<file path="src/rtl/oled_spi_if.sv">
// Serial link between the PmodOLED controller (master) and a display endpoint (slave).
// CS is active-low, SCLK idles high, SDIN is MSB first, DC=1 marks a data byte.
interface oled_spi_if;
  logic CS;
  logic SDIN;
  logic SCLK;
  logic DC;

  modport master (output CS, output SDIN, output SCLK, output DC);
  modport slave  (input CS, input SDIN, input SCLK, input DC);
endinterface

</file>
<file path="src/rtl/oled_spi_sink.sv">
// SSD1306-style receive endpoint: deserializes the OLED link, decodes the command subset, writes a 4x128 frame buffer.
// Define OLED_SINK_HADDR_EN to decode 0x20/0x21/0x22 (horizontal addressing); otherwise those are consumed and ignored.
module oled_spi_sink #(
  parameter int SYNC_STAGES = 2
) (
  input  logic        CLK,
  input  logic        RST,
  oled_spi_if.slave   spi,
  output logic        byte_valid,
  output logic [7:0]  byte_data,
  output logic        byte_dc,
  output logic        fb_we,
  output logic [8:0]  fb_addr,
  output logic [7:0]  fb_wdata,
  output logic        disp_on,
  output logic        chg_pump,
  output logic [15:0] cmd_cnt,
  output logic        frame_done
);
`ifdef OLED_SINK_HADDR_EN
  localparam bit HADDR_EN = 1'b1;
`else
  localparam bit HADDR_EN = 1'b0;
`endif

  localparam logic [1:0] S_CMD  = 2'd0;
  localparam logic [1:0] S_ARG1 = 2'd1;
  localparam logic [1:0] S_ARG2 = 2'd2;

  // synchronizer lanes {cs, sclk, sdin, dc}; reset to an idle link (CS and SCLK high)
  logic [3:0] sync_q [SYNC_STAGES];
  logic [3:0] sync_d [SYNC_STAGES];

  logic       sclk_prev_q, sclk_prev_d;
  logic [6:0] sr_q, sr_d;
  logic [2:0] bitcnt_q, bitcnt_d;
  logic [1:0] state_q, state_d;
  logic [7:0] cmd_q, cmd_d;
  logic [6:0] arg_hold_q, arg_hold_d;
  logic [1:0] page_q, page_d, page_start_q, page_start_d, page_end_q, page_end_d;
  logic [6:0] col_q, col_d, col_start_q, col_start_d, col_end_q, col_end_d;
  logic       hmode_q, hmode_d;

  logic        byte_valid_q, byte_valid_d, byte_dc_q, byte_dc_d;
  logic [7:0]  byte_data_q, byte_data_d, fb_wdata_q, fb_wdata_d;
  logic        fb_we_q, fb_we_d, frame_done_q, frame_done_d;
  logic [8:0]  fb_addr_q, fb_addr_d;
  logic        disp_on_q, disp_on_d, chg_pump_q, chg_pump_d;
  logic [15:0] cmd_cnt_q, cmd_cnt_d;

  logic       cs_s, sclk_s, sdin_s, dc_s;
  logic       sclk_rise, take_bit, byte_done;
  logic [7:0] rx_byte;

  assign {cs_s, sclk_s, sdin_s, dc_s} = sync_q[SYNC_STAGES-1];
  assign sclk_rise = sclk_s & ~sclk_prev_q;
  // the 8th rise still completes when CS rises in the same synchronized cycle
  assign take_bit  = sclk_rise & (~cs_s | (bitcnt_q == 3'd7));
  assign byte_done = take_bit & (bitcnt_q == 3'd7);
  assign rx_byte   = {sr_q, sdin_s};

  always_comb begin
    sync_d[0] = {spi.CS, spi.SCLK, spi.SDIN, spi.DC};
    for (int i = 1; i < SYNC_STAGES; i++) sync_d[i] = sync_q[i-1];
  end

  always_comb begin
    sclk_prev_d  = sclk_s;
    sr_d         = sr_q;
    bitcnt_d     = bitcnt_q;
    state_d      = state_q;
    cmd_d        = cmd_q;
    arg_hold_d   = arg_hold_q;
    page_d       = page_q;
    col_d        = col_q;
    page_start_d = page_start_q;
    page_end_d   = page_end_q;
    col_start_d  = col_start_q;
    col_end_d    = col_end_q;
    hmode_d      = hmode_q;
    byte_valid_d = 1'b0;
    byte_data_d  = byte_data_q;
    byte_dc_d    = byte_dc_q;
    fb_we_d      = 1'b0;
    fb_addr_d    = fb_addr_q;
    fb_wdata_d   = fb_wdata_q;
    frame_done_d = 1'b0;
    disp_on_d    = disp_on_q;
    chg_pump_d   = chg_pump_q;
    cmd_cnt_d    = cmd_cnt_q;

    if (take_bit) begin
      sr_d     = rx_byte[6:0];
      bitcnt_d = bitcnt_q + 3'd1;
    end else if (cs_s) begin
      bitcnt_d = 3'd0;
    end

    if (byte_done) begin
      byte_valid_d = 1'b1;
      byte_data_d  = rx_byte;
      byte_dc_d    = dc_s;
      if (dc_s) begin
        // data always writes; a pending argument sequence is dropped
        state_d      = S_CMD;
        fb_we_d      = 1'b1;
        fb_addr_d    = {page_q, col_q};
        fb_wdata_d   = rx_byte;
        frame_done_d = (page_q == 2'd3) && (col_q == 7'd127);
        if (hmode_q && (col_q == col_end_q)) begin
          col_d  = col_start_q;
          page_d = (page_q == page_end_q) ? page_start_q : page_q + 2'd1;
        end else begin
          col_d = col_q + 7'd1;
        end
      end else begin
        if (cmd_cnt_q != 16'hFFFF) cmd_cnt_d = cmd_cnt_q + 16'd1;
        case (state_q)
          S_CMD: begin
            cmd_d = rx_byte;
            if (rx_byte == 8'hAF) disp_on_d = 1'b1;
            else if (rx_byte == 8'hAE) disp_on_d = 1'b0;
            else if (rx_byte[7:2] == 6'b1011_00) page_d = rx_byte[1:0];
            else if (rx_byte[7:4] == 4'h0) col_d[3:0] = rx_byte[3:0];
            else if (rx_byte[7:3] == 5'b0001_0) col_d[6:4] = rx_byte[2:0];
            else begin
              case (rx_byte)
                8'h8D, 8'h81, 8'hA8, 8'hD3, 8'hD5, 8'hD9, 8'hDA, 8'hDB,
                8'h20, 8'h21, 8'h22: state_d = S_ARG1;
                default: state_d = S_CMD;
              endcase
            end
          end
          S_ARG1: begin
            state_d    = S_CMD;
            arg_hold_d = rx_byte[6:0];
            if (cmd_q == 8'h8D) chg_pump_d = rx_byte[2];
            else if (HADDR_EN && (cmd_q == 8'h20)) hmode_d = (rx_byte[1:0] == 2'b00);
            if ((cmd_q == 8'h21) || (cmd_q == 8'h22)) state_d = S_ARG2;
          end
          S_ARG2: begin
            state_d = S_CMD;
            if (HADDR_EN && (cmd_q == 8'h21)) begin
              col_start_d = arg_hold_q;
              col_end_d   = rx_byte[6:0];
              col_d       = arg_hold_q;
            end else if (HADDR_EN && (cmd_q == 8'h22)) begin
              page_start_d = arg_hold_q[1:0];
              page_end_d   = rx_byte[1:0];
              page_d       = arg_hold_q[1:0];
            end
          end
          default: state_d = S_CMD;
        endcase
      end
    end
  end

  always_ff @(posedge CLK or posedge RST) begin
    if (RST) begin
      for (int i = 0; i < SYNC_STAGES; i++) sync_q[i] <= 4'b1100;
      sclk_prev_q  <= 1'b1;
      sr_q         <= '0;
      bitcnt_q     <= '0;
      state_q      <= S_CMD;
      cmd_q        <= '0;
      arg_hold_q   <= '0;
      page_q       <= '0;
      col_q        <= '0;
      page_start_q <= 2'd0;
      page_end_q   <= 2'd3;
      col_start_q  <= 7'd0;
      col_end_q    <= 7'd127;
      hmode_q      <= 1'b0;
      byte_valid_q <= 1'b0;
      byte_data_q  <= '0;
      byte_dc_q    <= 1'b0;
      fb_we_q      <= 1'b0;
      fb_addr_q    <= '0;
      fb_wdata_q   <= '0;
      frame_done_q <= 1'b0;
      disp_on_q    <= 1'b0;
      chg_pump_q   <= 1'b0;
      cmd_cnt_q    <= '0;
    end else begin
      for (int i = 0; i < SYNC_STAGES; i++) sync_q[i] <= sync_d[i];
      sclk_prev_q  <= sclk_prev_d;
      sr_q         <= sr_d;
      bitcnt_q     <= bitcnt_d;
      state_q      <= state_d;
      cmd_q        <= cmd_d;
      arg_hold_q   <= arg_hold_d;
      page_q       <= page_d;
      col_q        <= col_d;
      page_start_q <= page_start_d;
      page_end_q   <= page_end_d;
      col_start_q  <= col_start_d;
      col_end_q    <= col_end_d;
      hmode_q      <= hmode_d;
      byte_valid_q <= byte_valid_d;
      byte_data_q  <= byte_data_d;
      byte_dc_q    <= byte_dc_d;
      fb_we_q      <= fb_we_d;
      fb_addr_q    <= fb_addr_d;
      fb_wdata_q   <= fb_wdata_d;
      frame_done_q <= frame_done_d;
      disp_on_q    <= disp_on_d;
      chg_pump_q   <= chg_pump_d;
      cmd_cnt_q    <= cmd_cnt_d;
    end
  end

  assign byte_valid = byte_valid_q;
  assign byte_data  = byte_data_q;
  assign byte_dc    = byte_dc_q;
  assign fb_we      = fb_we_q;
  assign fb_addr    = fb_addr_q;
  assign fb_wdata   = fb_wdata_q;
  assign frame_done = frame_done_q;
  assign disp_on    = disp_on_q;
  assign chg_pump   = chg_pump_q;
  assign cmd_cnt    = cmd_cnt_q;
endmodule

</file>
<file path="src/flat_wrapper.sv">
// flat-port wrapper written by rule: the top's interface ports become plain ports
module oled_spi_sink_flat 
#(
  parameter int SYNC_STAGES = 2
)
  (CLK, RST, byte_valid, byte_data, byte_dc, fb_we, fb_addr, fb_wdata, disp_on, chg_pump, cmd_cnt, frame_done, spi_CS, spi_SDIN, spi_SCLK, spi_DC);
  oled_spi_if spi_i ();
  input  logic CLK;
  input  logic RST;
  output logic byte_valid;
  output logic [7:0] byte_data;
  output logic byte_dc;
  output logic fb_we;
  output logic [8:0] fb_addr;
  output logic [7:0] fb_wdata;
  output logic disp_on;
  output logic chg_pump;
  output logic [15:0] cmd_cnt;
  output logic frame_done;
  input wire logic [$bits(spi_i.CS)-1:0] spi_CS;
  input wire logic [$bits(spi_i.SDIN)-1:0] spi_SDIN;
  input wire logic [$bits(spi_i.SCLK)-1:0] spi_SCLK;
  input wire logic [$bits(spi_i.DC)-1:0] spi_DC;
  assign spi_i.CS = spi_CS;
  assign spi_i.SDIN = spi_SDIN;
  assign spi_i.SCLK = spi_SCLK;
  assign spi_i.DC = spi_DC;
  oled_spi_sink #(.SYNC_STAGES(SYNC_STAGES)) u_core (.CLK(CLK), .RST(RST), .spi(spi_i), .byte_valid(byte_valid), .byte_data(byte_data), .byte_dc(byte_dc), .fb_we(fb_we), .fb_addr(fb_addr), .fb_wdata(fb_wdata), .disp_on(disp_on), .chg_pump(chg_pump), .cmd_cnt(cmd_cnt), .frame_done(frame_done));
endmodule
</file>
<file path="config.mk">
export PLATFORM = sky130hd
export DESIGN_NAME = oled_spi_sink_flat
export DESIGN_NICKNAME = d
export VERILOG_FILES = /design/src/rtl/oled_spi_if.sv /design/src/rtl/oled_spi_sink.sv /design/src/flat_wrapper.sv
export SDC_FILE = /design/constraint.sdc
export NUM_CORES = 1
export LEC_CHECK = 0
export CORE_MARGIN = 3
export CORE_UTILIZATION = 38
export CTS_BUF_LIST = sky130_fd_sc_hd__clkbuf_8
export DETAILED_ROUTE_END_ITERATION = 7
export PLACE_DENSITY = 0.64
export REMOVE_ABC_BUFFERS = 1
export SKIP_LAST_GASP = 1
export SLEW_MARGIN = 30
export SYNTH_ARGS = -nofsm -noshare
export SYNTH_HDL_FRONTEND = slang
export SYNTH_SLANG_ARGS = --single-unit
</file>
<file path="constraint.sdc">
create_clock -name CLK -period 3.9 [get_ports CLK]
set_clock_uncertainty 0.1 [all_clocks]
set_input_delay 0.78 -clock CLK [delete_from_list [all_inputs] [get_ports CLK]]
set_output_delay 0.78 -clock CLK [all_outputs]
set_load 0.01 [all_outputs]
</file>
==> flow_summary.html <==
<table>
<tr><th>Metric</th><th>Value</th></tr>
<tr><th colspan="2">GRT</th></tr>
<tr><td>Total GRT Usage</td><td>15.1%</td></tr>
<tr><td>Vias in the first global route</td><td>2,748</td></tr>
<tr><td>Antenna violations before repair</td><td>0</td></tr>
<tr><td>Wire length of the first global-routing pass</td><td>about 14 mm</td></tr>
<tr><td>Largest net degree at the start of global routing</td><td>46</td></tr>
<tr><td>Overall overflow remaining after global route</td><td>0</td></tr>
<tr><th colspan="2">Floorplan</th></tr>
<tr><td>Core area</td><td>0.00982 mm^2</td></tr>
<tr><td># rows</td><td>36</td></tr>
<tr><td>Die Height</td><td>107 um</td></tr>
<tr><td>Boundary pin count</td><td>53</td></tr>
<tr><td>Area of the die</td><td>around 0.011 mm^2</td></tr>
<tr><td>Initial Utilization</td><td>around two fifths</td></tr>
<tr><td>Die Width</td><td>around 110 um</td></tr>
<tr><th colspan="2">Timing</th></tr>
<tr><td>Unrepaired setup endpoints after global routing</td><td>false</td></tr>
<tr><td>Peak clock frequency supported by timing</td><td>~0.40 GHz</td></tr>
<tr><td>Final Hold Fails</td><td>0</td></tr>
<tr><td>Setup violation total in the final timing report</td><td>0</td></tr>
<tr><td>Final critical delay including setup and external delays</td><td>about 2.5 ns</td></tr>
<tr><td>Slew at the pin closest to its max-slew limit</td><td>0.710 ns</td></tr>
<tr><td>Worst max-slew margin expressed relative to the limit</td><td>52.6%</td></tr>
<tr><td>Pins Over Slew Limit</td><td>0</td></tr>
<tr><td>TNS Setup</td><td>0 ns</td></tr>
<tr><td>Crit share post-route</td><td>64.8%</td></tr>
<tr><th colspan="2">Synth</th></tr>
<tr><td>Number of cells produced by synthesis</td><td>347</td></tr>
<tr><td>Prevailing post-synth register cell</td><td>dfrtp_1</td></tr>
<tr><td>Cell with the most instances after synthesis</td><td>dfrtp_1</td></tr>
<tr><td>Number of flip-flops and latches in the synthesized netlist</td><td>85</td></tr>
<tr><td>Ranking of synthesized cells by area</td><td>dfrtp_1 (52%), nand2_1 (5.5%), mux2_2 (5.2%)</td></tr>
<tr><td>Count of warnings emitted by yosys</td><td>0</td></tr>
<tr><td>Mux cell area share after synthesis</td><td>7.57%</td></tr>
<tr><td>Distinct cell type count after synthesis</td><td>58</td></tr>
<tr><td>Per-instance average area after synthesis</td><td>11.2 um^2</td></tr>
<tr><td>Synthesized-area fraction occupied by and/or/nand/nor cells</td><td>about a fifth</td></tr>
<tr><td>Post-synth design cell area</td><td>around 0.0039 mm^2</td></tr>
<tr><td>Dominant combinational cell family by area after synthesis</td><td>simple AND/OR/NAND/NOR gates</td></tr>
<tr><td>Post-synthesis share of cell area spent on xor and xnor gates</td><td>under 10%</td></tr>
<tr><td>Top cell type by total area after synthesis</td><td>dfrtp_1</td></tr>
<tr><td>Synth Area in Adders</td><td>approximately 1.3%</td></tr>
<tr><td>Area share of the largest cell type after synthesis</td><td>slightly above 50%</td></tr>
<tr><td>Share of flip-flops with an asynchronous set or reset after synthesis</td><td>100%</td></tr>
<tr><td>Fraction of the mapped netlist area in compound gates</td><td>9.54%</td></tr>
<tr><td>Sequential area share after synthesis</td><td>55.1%</td></tr>
<tr><td>Number of enable-type register cells in the synthesized netlist</td><td>0</td></tr>
<tr><td>Top post-synthesis cells by count</td><td>dfrtp_1 (80), nand2_1 (57), o21ai_0 (20)</td></tr>
<tr><th colspan="2">Detailed routing</th></tr>
<tr><td>Number of vias per cell</td><td>5.19</td></tr>
<tr><td>First drt pass iteration count</td><td>4</td></tr>
<tr><td>Remaining DRCs</td><td>0</td></tr>
<tr><td>Post-Route WL</td><td>8.16 mm</td></tr>
<tr><td>Average wire per standard cell</td><td>15.3 um</td></tr>
<tr><td>Via Count</td><td>2,767</td></tr>
<tr><td>Initial DRC Count</td><td>100</td></tr>
<tr><td>Antenna Violating Nets Remaining</td><td>0</td></tr>
<tr><th colspan="2">Placed design</th></tr>
<tr><td>Routability congestion estimate</td><td>just over 0.8</td></tr>
<tr><td>Port Buffers</td><td>52</td></tr>
<tr><td>Final HPWL from detailed placement</td><td>5.57 mm</td></tr>
<tr><th colspan="2">Setup path</th></tr>
<tr><td>Data required time at the worst endpoint</td><td>approximately 4 ns</td></tr>
<tr><td>Critical-path maximum fanout</td><td>13</td></tr>
<tr><td>Data arrival time of the critical path</td><td>2.67 ns</td></tr>
<tr><td>Most prevalent standard cell on the critical path</td><td>ha_1</td></tr>
<tr><td>Stage delay of the slowest cell on the critical path</td><td>0.68 ns</td></tr>
<tr><td>Ordered cell list for the critical path</td><td>ha_1 &gt; ha_1 &gt; nand4bb_1 &gt; or3_1 &gt; o21ai_0 &gt; o31ai_1</td></tr>
<tr><td>Sort of element at the end of the critical path</td><td>flip-flop</td></tr>
<tr><td>CP Class</td><td>reg -&gt; reg</td></tr>
<tr><td>Total buffers and inverters traversed by the critical path</td><td>0</td></tr>
<tr><td>Crit path max-delay family</td><td>simple AND/OR/NAND/NOR gates</td></tr>
<tr><td>Category of the worst setup path launch point</td><td>flip-flop</td></tr>
<tr><td>Master of the slowest instance on the critical path</td><td>or3_1</td></tr>
<tr><th colspan="2">Layout</th></tr>
<tr><td>Final Core Density</td><td>47.8%</td></tr>
<tr><td>Antenna fix cells</td><td>0</td></tr>
<tr><td>Ratio of cells with drive above 1 in the final layout</td><td>about 15%</td></tr>
<tr><td>Final #Nets</td><td>405</td></tr>
<tr><td>Synth-to-layout area growth</td><td>21.2%</td></tr>
<tr><th colspan="2">Job</th></tr>
<tr><td>MaxCap Viol Count</td><td>0</td></tr>
<tr><th colspan="2">CTS</th></tr>
<tr><td>Reg clk slew, reported paths</td><td>roughly 0.090 ns</td></tr>
<tr><td>Clk_lat worst skew</td><td>0.36 ns</td></tr>
<tr><td>Number of buffers on the longest clock path</td><td>2</td></tr>
<tr><td>Number of H-tree levels</td><td>3</td></tr>
<tr><td>Number of resized instances in the post-cts repair step</td><td>0</td></tr>
<tr><td>Clock sink count</td><td>85</td></tr>
<tr><td>TritonCTS clock tree</td><td>done</td></tr>
<tr><td>Post-CTS setup buffer count</td><td>0</td></tr>
<tr><td>Hold buffer count at CTS</td><td>0</td></tr>
<tr><td>Clock buffer count from CTS</td><td>9</td></tr>
<tr><td>Clock root cell</td><td>clkbuf_8</td></tr>
<tr><th colspan="2">Min path</th></tr>
<tr><td>Classification of the worst-slack hold path</td><td>reg -&gt; reg</td></tr>
<tr><th colspan="2">Outcome</th></tr>
<tr><td>Run status</td><td>complete, no violations</td></tr>
<tr><th colspan="2">Power</th></tr>
<tr><td>Worst voltage drop across the vdd grid</td><td>0.281 mV</td></tr>
<tr><td>Leakage power summed over all cells</td><td>0.00220 uW</td></tr>
<tr><td>P per Cell Area</td><td>379 mW/mm^2</td></tr>
</table>
==> path summary, 6_finish.rpt <==
check,startpoint,end,slack (ns),cells after the start
setup reg to reg,u_core.bitcnt_q[0],u_core.disp_on,1.37,6
hold reg to reg,u_core.sync_d[1],u_core.rx_byte[0],0.25,0
min in group asynchronous,RST,u_core.col_q[0],0.74,2
hold / removal,u_core.sync_d[1],u_core.rx_byte[0],0.25,0
setup / recovery,u_core.bitcnt_q[0],u_core.disp_on,1.37,6
max in group asynchronous,RST,u_core.sclk_prev_d,2.25,3
==> layout by cell type (no fill, tap or decap), types with 2 or more instances in the layout <==
cell	n
clkinv_2	4
clkbuf_8	11
nor4_4	3
a21oi_1	4
and3_1	8
nand4_2	3
xnor2_1	4
and4_1	3
mux2i_1	3
a211oi_1	5
a31oi_1	5
nand3_1	12
inv_1	7
ha_1	4
o31ai_1	3
and4b_1	3
dfstp_2	5
o21ai_1	4
nor4b_2	2
and2_1	2
clkdlybuf4s50_1	52
dfrtp_1	80
nor3_1	5
xor2_1	10
nor3b_1	5
o311a_1	2
nand4_1	6
o211a_1	3
mux2_2	18
o21ai_0	20
nor2b_1	2
nor2_1	12
nand2_1	57
mux2_1	4
o21bai_1	3
==> report_power, final <==
group	switching [uW]	total (uW)	internal, uW	leakage, uW
sequential	88.6	1000	915	0.00115
combinational	116	204	87.8	0.000951
clock	308	569	261	0.0000963
total	512	1780	1260	0.00220
==> flip-flops by register name (all words and copies together), names as in the netlist, 2 cells and up <==
name              count
u_core.sync_d         4
u_core.cmd_cnt       16
u_core.page_q         2
u_core.fb_wdata       8
u_core.byte_data      8
u_core.col_q          7
u_core.fb_addr        9
u_core.cmd_q          8
u_core.state_q        2
u_core.sr_q           7
u_core.bitcnt_q       3
==> kinds of logic (layout without fill, tap and decap cells) <==
group | after synthesis | after routing
and+or+nand+nor | 136 | 136
DFF | 85 | 85
AOI/OAI and AO/OA | 57 | 57
muxes | 26 | 26
buffers and inverters | 25 | 78
xor gates and xnor gates | 14 | 14
adders and majority gates | 4 | 4
==> cell type report <==
cell class              count  area, um^2
clock inverters             5        26.3
well taps                 133         166
repair buffers             54         548
inverters                   8        31.3
flip-flops and latches     85        2130
clock buffers              11         151
multi-input cells         237        1630
fillers                   938        5130
==> through the flow <==
stage / instances / hold WS, ns / area [um^2] / total power (uW) / setup WS [ns]
6_report: 533 / 0.252 / 4690 / 1780 / 1.37
5_1_grt: 533 / 0.261 / 4690 / 1870 / 1.15
4_1_cts: 533 / 0.253 / 4690 / 1800 / 1.35
3_5_place_dp: 517 / 0.235 / 4510 / 1230 / 1.37
3_3_place_gp: 517 / 0.232 / 4510 / 1220 / 1.48
2_1_floorplan: 330 / 0.231 / 3800 / 1150 / 0.835
==> metal layers <==
| layer | wire length (um) | part of all wire [%] | GRT usage (%) |
|---|---|---|---|
| met3 | 391 | 4.8 | 4.82 |
| met1 | 3850 | 47 | 20.5 |
| met2 | 3810 | 47 | 23.2 |
| met5 | 0 | 0 | 0 |
| met4 | 104 | 1.3 | 4.38 |
(Power assumes the default switching activity.)
==> RTL edit (same flow settings) <==
Take the reset off `fb_wdata_q` and load it in a clocked block of its own.
--- a/src/rtl/oled_spi_sink.sv
+++ b/src/rtl/oled_spi_sink.sv
@@ -178,5 +178,4 @@
       fb_we_q      <= 1'b0;
       fb_addr_q    <= '0;
-      fb_wdata_q   <= '0;
       frame_done_q <= 1'b0;
       disp_on_q    <= 1'b0;
@@ -203,5 +202,4 @@
       fb_we_q      <= fb_we_d;
       fb_addr_q    <= fb_addr_d;
-      fb_wdata_q   <= fb_wdata_d;
       frame_done_q <= frame_done_d;
       disp_on_q    <= disp_on_d;
@@ -209,4 +207,8 @@
       cmd_cnt_q    <= cmd_cnt_d;
     end
+  end
+
+  always_ff @(posedge CLK) begin
+    fb_wdata_q <= fb_wdata_d;
   end
 
Check against the original RTL: same outputs for any inputs over 10 cycles, from zero or initial values and one cycle with RST high; that may be too few to reach the edited logic, so the function may still have changed.
==> RTL edit against the unedited design <==
  * Via count fell by 11%
  * Routed wire length fell by 15%
  * Area after synthesis fell by 7.0%
  * First-iteration DRC count fell by 21%
  * Setup slack got worse by 0.38 ns
  * Non-clock buffer count did not move
  * Design area fell by 5.6%
  * Sequential cell count did not move
  * Total power rose by 0.31%
  * Largest cell class unchanged
==> RTL edit: results (changes against the unedited design) <==
| Metric | Value |
|---|---|
| Outcome | completed (unchanged) |
| H-tree Lvls | 3 (unchanged) |
| Slowest CP cell | dfstp_2 (was or3_1) |
| DP Area | 0.00424 mm^2 (was 0.00451 mm^2) |
| Async S/R FF share, synth | 0.906 (was 1.00) |
| Largest register FFs | 16 (unchanged) |
| Max clock buf depth | 2 (unchanged) |
| Period minus WS final | 2.91 ns (was 2.53 ns) |
| Total track usage | 0.143 (was 0.151) |
| Cell family with most CP delay | simple AND/OR/NAND/NOR gates (unchanged) |
| EDFF count, synth | 8 (was 0) |
| Clk_lat worst skew | about 0.35 ns |
| Largest net degree at the start of global routing | 78 (was 46) |
| Final net count | 365 (was 405) |
| Crit-path max FO | 15 (was 13) |
| First-pass GRT wire length | 11900 um (was 13700 um) |
| Sequential element share of the synthesized area | 0.604 (was 0.551) |
| Initial antenna violation count | 0 (unchanged) |
| Clock slew at reported path FFs | 0.08 ns |
| CP Capture Point | u_core.fb_wdata[5]$_DFFE_PP_ (was u_core.disp_on$_DFFE_PP0P_) |
| Setup WS pre-CTS | 0.961 ns (was 1.37 ns) |
| CP arrival | 2.84 ns (was 2.67 ns) |
| Synth warn | 0 (unchanged) |
| Most frequent cells after synthesis | 72 x dfrtp_1, 40 x nand2_1, 25 x mux2_2 (was 80 x dfrtp_1, 57 x nand2_1, 20 x o21ai_0) |
| CTS Buf Count | 9 (unchanged) |
| Drt total wl | 6890 um (was 8160 um) |
| N_diodes | 0 (unchanged) |
| Leak | 1.97 nW (was 2.20 nW) |
| Top_reg_cell synth | dfrtp_1 (unchanged) |
| Count of unique library cells instantiated by Yosys | 49 (was 58) |
| Slew @ Worst Pin | 0.752 ns (was 0.710 ns) |
| Post_cts resized | 0 (unchanged) |
| Drt initial violations | 79 (was 100) |
| Post CTS Setup Buffer Count | 0 (unchanged) |
| DR vias/cell | 5.08 (was 5.19) |
| Hold path depth | 0 (unchanged) |
| DRT Pass-1 Iters | 4 (unchanged) |
| Placer Congestion | 0.768 (was 0.824) |
| Vias in the first global route | 2462 (was 2748) |
| Clock root buffer master | clkbuf_8 (unchanged) |
| Worst Setup SP | u_core.sclk_prev_d$_DFF_PP1_ (was u_core.bitcnt_q[0]$_DFFE_PP0P_) |
| Worst path max stage delay | 0.55 ns (was 0.68 ns) |
| Port Buf Inserts | 52 (unchanged) |
| R2R Setup Slk | 0.99 ns (was 1.37 ns) |
| Hold EP | u_core.dc_s$_DFF_PP0_ (was u_core.rx_byte[0]$_DFF_PP0_) |
| Path type of the worst min-delay path | reg2reg (unchanged) |
| Hold path start | u_core.sync_d[0]$_DFF_PP0_ (was u_core.sync_d[1]$_DFF_PP0_) |
| Worst IR Drop VDD | 0.204 mV (was 0.281 mV) |
| Commonest non-fill, non-tap cell in the layout | dfrtp_1 (unchanged) |
| Layout cells sized above 1 | 0.139 (was 0.148) |
| Synth top area cells | dfrtp_1 50%, mux2_2 7.8%, edfxtp_1 6.7% (was dfrtp_1 52%, nand2_1 5.5%, mux2_2 5.2%) |
| Reg2reg path depth | 5 (was 6) |
| DP HPWL | 4600 um (was 5570 um) |
## RTL edit: cell count changes in the layout (fill, tap and decap cells not counted), moves of 7 or more
cell	unedited run	this run
edfxtp_1	0	8
nand2_1	57	40
mux2_2	18	25
xnor2_1	4	11
o21ai_0	20	11
nor2_1	12	19
dfrtp_1	80	72
## RTL edit: area by class of cell
type                            count  area [um^2]
Fill cell                         814         4550
Sequential cell                    85         2170
Multi-Input combinational cell    198         1340
Timing Repair Buffer               54          548
Tap cell                          126          158
Clock buffer                        9          124
Clock inverter                      7         60.1
Inverter                            7         26.3
## RTL edit: cells by family after synthesis
family          synth area share
compound gates            0.0681
flops                      0.604
xor+xnor                  0.0365
buf+inv                   0.0247
mux                       0.0987
fa+ha+maj                 0.0139
simple gates               0.154
## RTL edit: layer usage
layer  wire length [um]  share of wire  global-route usage
met1               3270           0.47               0.189
met2               3150           0.46               0.225
met3                395          0.057              0.0530
met4                 73          0.011              0.0369
met5                  0              0                   0
## RTL edit: report_power, final
part	total (mW)	internal, mW	switching, mW
Sequential	1.05	0.937	0.112
Clock	0.588	0.288	0.300
Combinational	0.146	0.0745	0.0711
Total	1.78	1.30	0.482
## RTL edit: stage by stage
| stage | instances | hold slack (ns) |
|---|---|---|
| finish | 486 | 0.255 |
| CTS | 486 | 0.259 |
| global placement | 470 | 0.233 |
| floorplan | 290 | 0.231 |
| detailed placement | 470 | 0.237 |
| global route | 486 | 0.261 |
